===== src/rtl/gpu_sm_copyvc.sv =====
// VRAM->CPU rectangle copy engine: scans the rect, issues pair reads, packs pixels into a GPUREAD FIFO.
// Optional abort support is enabled with `define GPU_COPYVC_ABORT_EN (adds the i_abort port).
//   state    | meaning
//   VC_WAIT  | idle, waiting for activate
//   VC_START | rect latched, scan pointers initialised
//   VC_READ  | issuing pair reads under credit
//   VC_DRAIN | all reads issued; wait for returns, pad word and empty FIFO
module gpu_sm_copyvc #(
    parameter int FIFO_DEPTH = 8
) (
    input  logic        i_clk,
    input  logic        i_rst,
    input  logic        i_activateCopyVC,
    input  logic [9:0]  i_RegX0,
    input  logic [8:0]  i_RegY0,
    input  logic [10:0] i_RegSizeW,
    input  logic [9:0]  i_RegSizeH,
    output logic        o_active,
    output logic        o_CopyInactiveNextCycle,
    output logic        o_readReq,
    output logic [9:0]  o_readX,
    output logic [8:0]  o_readY,
    input  logic        i_readAccept,
    input  logic        i_readValid,
    input  logic [31:0] i_readData,
    output logic        o_dataValid,
    output logic [31:0] o_data,
`ifdef GPU_COPYVC_ABORT_EN
    input  logic        i_abort,
`endif
    input  logic        i_dataPop
);
    localparam int AW = (FIFO_DEPTH > 1) ? $clog2(FIFO_DEPTH) : 1;
    localparam int CW = AW + 1;
    localparam logic [CW:0] DEPTH_C = (CW + 1)'(FIFO_DEPTH);

    typedef enum logic [1:0] {VC_WAIT, VC_START, VC_READ, VC_DRAIN} state_t;
    state_t state, state_nx;

    logic [9:0]  x0_r, h_r, line_r, pidx_r, ret_pidx, rd_x;
    logic [8:0]  y0_r, rd_y;
    logic [10:0] w_r;
    logic [CW-1:0] inflight, count;
    logic [AW-1:0] wr_ptr, rd_ptr;
    logic [31:0] mem [FIFO_DEPTH];
    logic [15:0] half_r, half_nx, one_pix;
    logic        half_full, half_full_nx, aborting;
    logic        abort_in, abort_now, flush, accept, ret, pop, push;
    logic [31:0] push_word;
    logic [11:0] span, off_e;
    logic [CW:0] credit_sum;
    logic        pidx_last, line_last, ret_last, keep_even, keep_odd;

`ifdef GPU_COPYVC_ABORT_EN
    assign abort_in = i_abort;
`else
    assign abort_in = 1'b0;
`endif

    // span = pixel offset one past the window, measured from the first (even) pair address
    assign span      = {11'd0, x0_r[0]} + {1'b0, w_r};
    assign pidx_last = ({1'b0, pidx_r, 1'b0} + 12'd2) >= span;
    assign line_last = (line_r == h_r - 10'd1);
    assign off_e     = {1'b0, ret_pidx, 1'b0};
    assign ret_last  = (off_e + 12'd2) >= span;
    assign keep_even = (off_e >= {11'd0, x0_r[0]}) && (off_e < span);
    assign keep_odd  = (off_e + 12'd1) < span;

    assign o_active    = (state != VC_WAIT);
    assign abort_now   = abort_in && o_active;
    assign flush       = abort_now || aborting;
    assign credit_sum  = {1'b0, inflight} + {1'b0, count} + {{CW{1'b0}}, half_full};
    assign o_readReq   = (state == VC_READ) && (credit_sum < DEPTH_C) && !abort_now;
    assign accept      = o_readReq && i_readAccept;
    assign ret         = i_readValid && o_active && (inflight != '0);
    assign o_dataValid = (count != '0);
    assign pop         = i_dataPop && o_dataValid && !flush;
    assign o_data      = o_dataValid ? mem[rd_ptr] : 32'h0;
    assign o_readX     = rd_x;
    assign o_readY     = rd_y;
    assign o_CopyInactiveNextCycle = o_active && (state_nx == VC_WAIT);

    always_comb begin
        state_nx = state;
        case (state)
            VC_WAIT:  if (i_activateCopyVC) state_nx = VC_START;
            VC_START: state_nx = VC_READ;
            VC_READ:  if (accept && pidx_last && line_last) state_nx = VC_DRAIN;
            VC_DRAIN: if (inflight == '0 && (aborting || (!half_full && count == '0)))
                          state_nx = VC_WAIT;
            default:  state_nx = VC_WAIT;
        endcase
        if (abort_now) state_nx = VC_DRAIN;
    end

    // Pixel packer: at most one word is pushed per cycle.
    always_comb begin
        push         = 1'b0;
        push_word    = 32'h0;
        half_nx      = half_r;
        half_full_nx = half_full;
        one_pix      = keep_even ? i_readData[15:0] : i_readData[31:16];
        if (flush) begin
            half_full_nx = 1'b0;
        end else if (ret) begin
            if (keep_even && keep_odd) begin
                push = 1'b1;
                if (half_full) begin
                    push_word = {i_readData[15:0], half_r};
                    half_nx   = i_readData[31:16];
                end else begin
                    push_word = i_readData;
                end
            end else if (keep_even || keep_odd) begin
                if (half_full) begin
                    push         = 1'b1;
                    push_word    = {one_pix, half_r};
                    half_full_nx = 1'b0;
                end else begin
                    half_nx      = one_pix;
                    half_full_nx = 1'b1;
                end
            end
        end else if (state == VC_DRAIN && inflight == '0 && half_full) begin
            push         = 1'b1;
            push_word    = {16'h0000, half_r};
            half_full_nx = 1'b0;
        end
    end

    always_ff @(posedge i_clk) begin
        if (i_rst) begin
            state     <= VC_WAIT;
            x0_r      <= '0;
            y0_r      <= '0;
            w_r       <= '0;
            h_r       <= '0;
            line_r    <= '0;
            pidx_r    <= '0;
            ret_pidx  <= '0;
            rd_x      <= '0;
            rd_y      <= '0;
            inflight  <= '0;
            wr_ptr    <= '0;
            rd_ptr    <= '0;
            count     <= '0;
            half_r    <= '0;
            half_full <= 1'b0;
            aborting  <= 1'b0;
        end else begin
            state     <= state_nx;
            half_r    <= half_nx;
            half_full <= half_full_nx;
            if (state == VC_WAIT && i_activateCopyVC) begin
                x0_r <= i_RegX0;
                y0_r <= i_RegY0;
                w_r  <= i_RegSizeW;
                h_r  <= i_RegSizeH;
            end
            if (state == VC_START) begin
                line_r   <= '0;
                pidx_r   <= '0;
                ret_pidx <= '0;
                rd_x     <= {x0_r[9:1], 1'b0};
                rd_y     <= y0_r;
            end
            if (accept) begin
                if (pidx_last) begin
                    pidx_r <= '0;
                    line_r <= line_r + 10'd1;
                    rd_x   <= {x0_r[9:1], 1'b0};
                    rd_y   <= rd_y + 9'd1;
                end else begin
                    pidx_r <= pidx_r + 10'd1;
                    rd_x   <= rd_x + 10'd2;
                end
            end
            if (ret) ret_pidx <= ret_last ? '0 : ret_pidx + 10'd1;
            if (accept && !ret)      inflight <= inflight + 1'b1;
            else if (ret && !accept) inflight <= inflight - 1'b1;
            if (flush) begin
                wr_ptr <= '0;
                rd_ptr <= '0;
                count  <= '0;
            end else begin
                if (push) wr_ptr <= wr_ptr + 1'b1;
                if (pop)  rd_ptr <= rd_ptr + 1'b1;
                if (push && !pop)      count <= count + 1'b1;
                else if (pop && !push) count <= count - 1'b1;
            end
            if (state_nx == VC_WAIT) aborting <= 1'b0;
            else if (abort_now)      aborting <= 1'b1;
        end
    end

    always_ff @(posedge i_clk) begin
        if (push && !flush) mem[wr_ptr] <= push_word;
    end
endmodule


===== config.mk =====
export PLATFORM = sky130hd
export DESIGN_NAME = gpu_sm_copyvc
export DESIGN_NICKNAME = d
export VERILOG_FILES = /design/src/rtl/gpu_sm_copyvc.sv
export SDC_FILE = /design/constraint.sdc
export NUM_CORES = 1
export LEC_CHECK = 0
export CORE_MARGIN = 1
export CORE_UTILIZATION = 40
export DETAILED_ROUTE_END_ITERATION = 7
export PLACE_DENSITY = 0.62
export SYNTH_ARGS = -nofsm -noshare
export SYNTH_HDL_FRONTEND = slang
export SYNTH_SLANG_ARGS = --single-unit

===== constraint.sdc =====
create_clock -name i_clk -period 15.2 [get_ports i_clk]
set_input_delay 3.04 -clock i_clk [delete_from_list [all_inputs] [get_ports i_clk]]
set_output_delay 3.04 -clock i_clk [all_outputs]
set_load 0.005 [all_outputs]

==> reports/results.ini <==
[run_status]
status = finished, final reports clean

[power_and_ir_drop]
p_int_mw = 2.03
p_per_area_nw_per_um2 = 134
swShare = 0.273
combPwrFrac = 0.231
clkPwrFrac = 0.349
switchingPower_mw = 0.761
pwr-share-seq = 0.420
cellLeakagePower_nw = 6.98
peakVddDrop_mv = 0.0810

[sta]
setup_violations = 0
hold_viol_final = 0
rsz0062_at_grt = false
max_freq_ghz = 0.155
min_period_ps = 6430
drv_slew = 0
fin_skew_ps = 13.4
finalCritPeriodShare = 0.423
fin_setup_tns_ps = 0
slew_headroom = 0.227
worst_slew_pin_slew_ps = 1160

[synthesis]
synth_area_leaders = edfxtp_1 (44%), dfxtp_1 (14%), mux4_2 (8.2%)
muxShareOfSynthArea = 0.114
synthArstFlopShare = 0
synth_cell_types = 85
synth_edf_count = 256
yosysTopAreaCellShare = 0.438
synth_cells = 1395
syn_nets = 1521
synth_xor_area_frac = 0.0288
synth_area_um2 = 17500
yosysMostFrequentCell = edfxtp_1
ys_warn_count = 0
synth_area_leader_cell = edfxtp_1
synth-seq-area-share = 0.580
synth_top_flop_cell = edfxtp_1
yosys.area_share.simple = 0.112
synth-seq-cells = 380
synth_top_family_by_area = multiplexers
synth-compound-area-share = 0.105
synth_common_cells = edfxtp_1 (256), nand2_1 (139), dfxtp_1 (124)
synthAdderAreaFrac = 0.0358
avgSynthCellArea_um2 = 12.6

[floorplan]
die_w_um = 211
ios = 133
core_area_um2 = 43200
start_util = 0.406
rows = 76
die_area_um2 = 44700
die_y_um = 211

[clock_network]
cts_tree = built
insertion_delay_ps = 550
postCtsResizedCells = 0
clkTransAtPathRegs_ps = 60
clock_sinks = 380
post_cts_buffers = 0
postCtsHoldBufs = 0
cts_max_level = 2
cts_root_buffer = clkbuf_16
clockBufferDepth = 3
cts_made_buffers = 40

[route]
antenna_left = 0
via_per_inst = 5.46
remaining_drc_errors = 0
first_pass_iters = 5
wl_um = 41000
post_drt_wl_per_cell_um = 19.3
drt_iter0_drc = 823
vias = 11606

[global_routing]
track_usage = 0.187
grt_first_pass_wirelength_um = 64700
grt_max_degree = 70
antenna_found_initial = 2
gr-total-overflow = 0
grt_pass1_vias = 11608

[placement]
io_buffers = 131
gp_congestion = 0.785
dpl.cell_count = 2052
dp_hpwl_um = 26400

[flow_run]
maxCapViolations = 0

[min_path]
hold_path.class = reg2reg

[critical_path]
path_max_fanout = 34
path_class = reg2out
crit_arrival_ps = 3390
cp-start-kind = flop
worstPathRequired_ps = 12160
cp-end-kind = output port

[cells_and_area]
drive_above_1_share = 0.126
nets = 1635
final_cells = 2126
diodes = 0
area_delta_synth_final_pct = 18.6

[final timing paths]
check / cells past startpoint / slack (ps) / endpoint / start
setup / recovery: 5 / 8770 / o_data[15] / flop
hold / removal: 2 / 460 / y0_r[2]$_SDFFE_PP0P_ / y0_r[2]$_SDFFE_PP0P_
setup reg to reg: 13 / 9420 / mem[6][0]$_DFFE_PP_ / x0_r[0]$_SDFFE_PP0P_
hold reg to reg: 2 / 460 / y0_r[2]$_SDFFE_PP0P_ / y0_r[2]$_SDFFE_PP0P_
[logic make-up (layout without fill, tap and decap cells)]
| kind of cell | Yosys count | in the layout |
|---|---|---|
| DFF | 380 | 380 |
| buffers and inverters | 106 | 252 |
| muxes | 120 | 120 |
| and+or+nand+nor | 417 | 417 |
| AOI/OAI and AO/OA | 266 | 266 |
| other | 1 | 1 |
| adders and majority gates | 49 | 49 |
| xor gates and xnor gates | 56 | 56 |
[cell type report]
class                   count  area, µm²
flip-flops and latches    380      10200
multi-input cells         909       7000
repair buffers            151       1460
clock buffers              59       1140
clock inverters            15        178
fillers                  3889      22400
inverters                  27        101
well taps                 585        732
[critical path: stages (launching register included)]
cell	delay, ps
dfxtp_4	750
buf_4	660
mux4_2	600
mux2i_1	260
nor2_1	90
clkdlybuf4s50_1	470
[state kept, by name (all words and copies together) (netlist names), named ones only]
signal     cells
count          4
h_r           10
half_full      1
half_r        16
inflight       4
line_r        10
mem          256
o_readX        9
o_readY        9
pidx_r        10
rd_ptr         3
ret_pidx      10
state          2
w_r           11
wr_ptr         3
x0_r          10
y0_r           9
[through the flow]
step	instance area (µm²)	setup slack [ps]	util	power (mW)	hold WS (ps)
2_1_floorplan	17500	8490	-	1.55	433
3_3_place_gp	19500	8310	0.451	1.84	443
3_5_place_dp	19500	8220	0.451	1.85	452
4_1_cts	20800	8620	0.481	2.83	460
5_1_grt	20800	8420	0.481	2.92	476
6_report	20800	8770	0.481	2.79	458
[cells in the final DEF, fill, tap and decap left out, types with 6 or more instances in the layout]
cell type	netlist	final
mux2i_1	53	53
a21oi_1	104	104
o21ai_0	31	31
nor2b_1	7	7
and3_1	15	15
edfxtp_1	256	256
nand2b_1	8	8
buf_4	4	21
nor4_1	11	10
ha_1	46	46
dfxtp_1	124	121
a22o_1	16	16
clkinv_1	1	8
nor3_1	35	33
mux4_2	64	64
xnor2_1	31	31
nand3b_1	6	6
inv_1	26	26
nor2_4	0	6
nand2_1	139	139
a221oi_1	16	16
a211oi_1	7	7
clkbuf_16	0	41
clkbuf_1	55	13
a211oi_2	14	14
nor2_1	115	109
nand3_1	30	30
and2_1	8	8
clkdlybuf4s50_1	0	130
xor2_1	24	24
a31oi_1	12	12
nand4_1	9	9
a22oi_1	16	16
[per-layer routing]
layer	wire length, µm	track usage
met5	18	0
met3	2760	0.0445
met4	744	0.0487
met2	19400	0.307
met1	18100	0.247
[power groups by stage]
stage	Combinational (mW)	Sequential (mW)	Clock, mW
2_1_floorplan	0.379	1.17	0
3_3_place_gp	0.646	1.19	0
3_5_place_dp	0.656	1.20	0
4_1_cts	0.657	1.17	0.998
5_1_grt	0.707	1.18	1.04
6_report	0.645	1.17	0.974
Note: power is estimated with default switching activity, not from simulation.
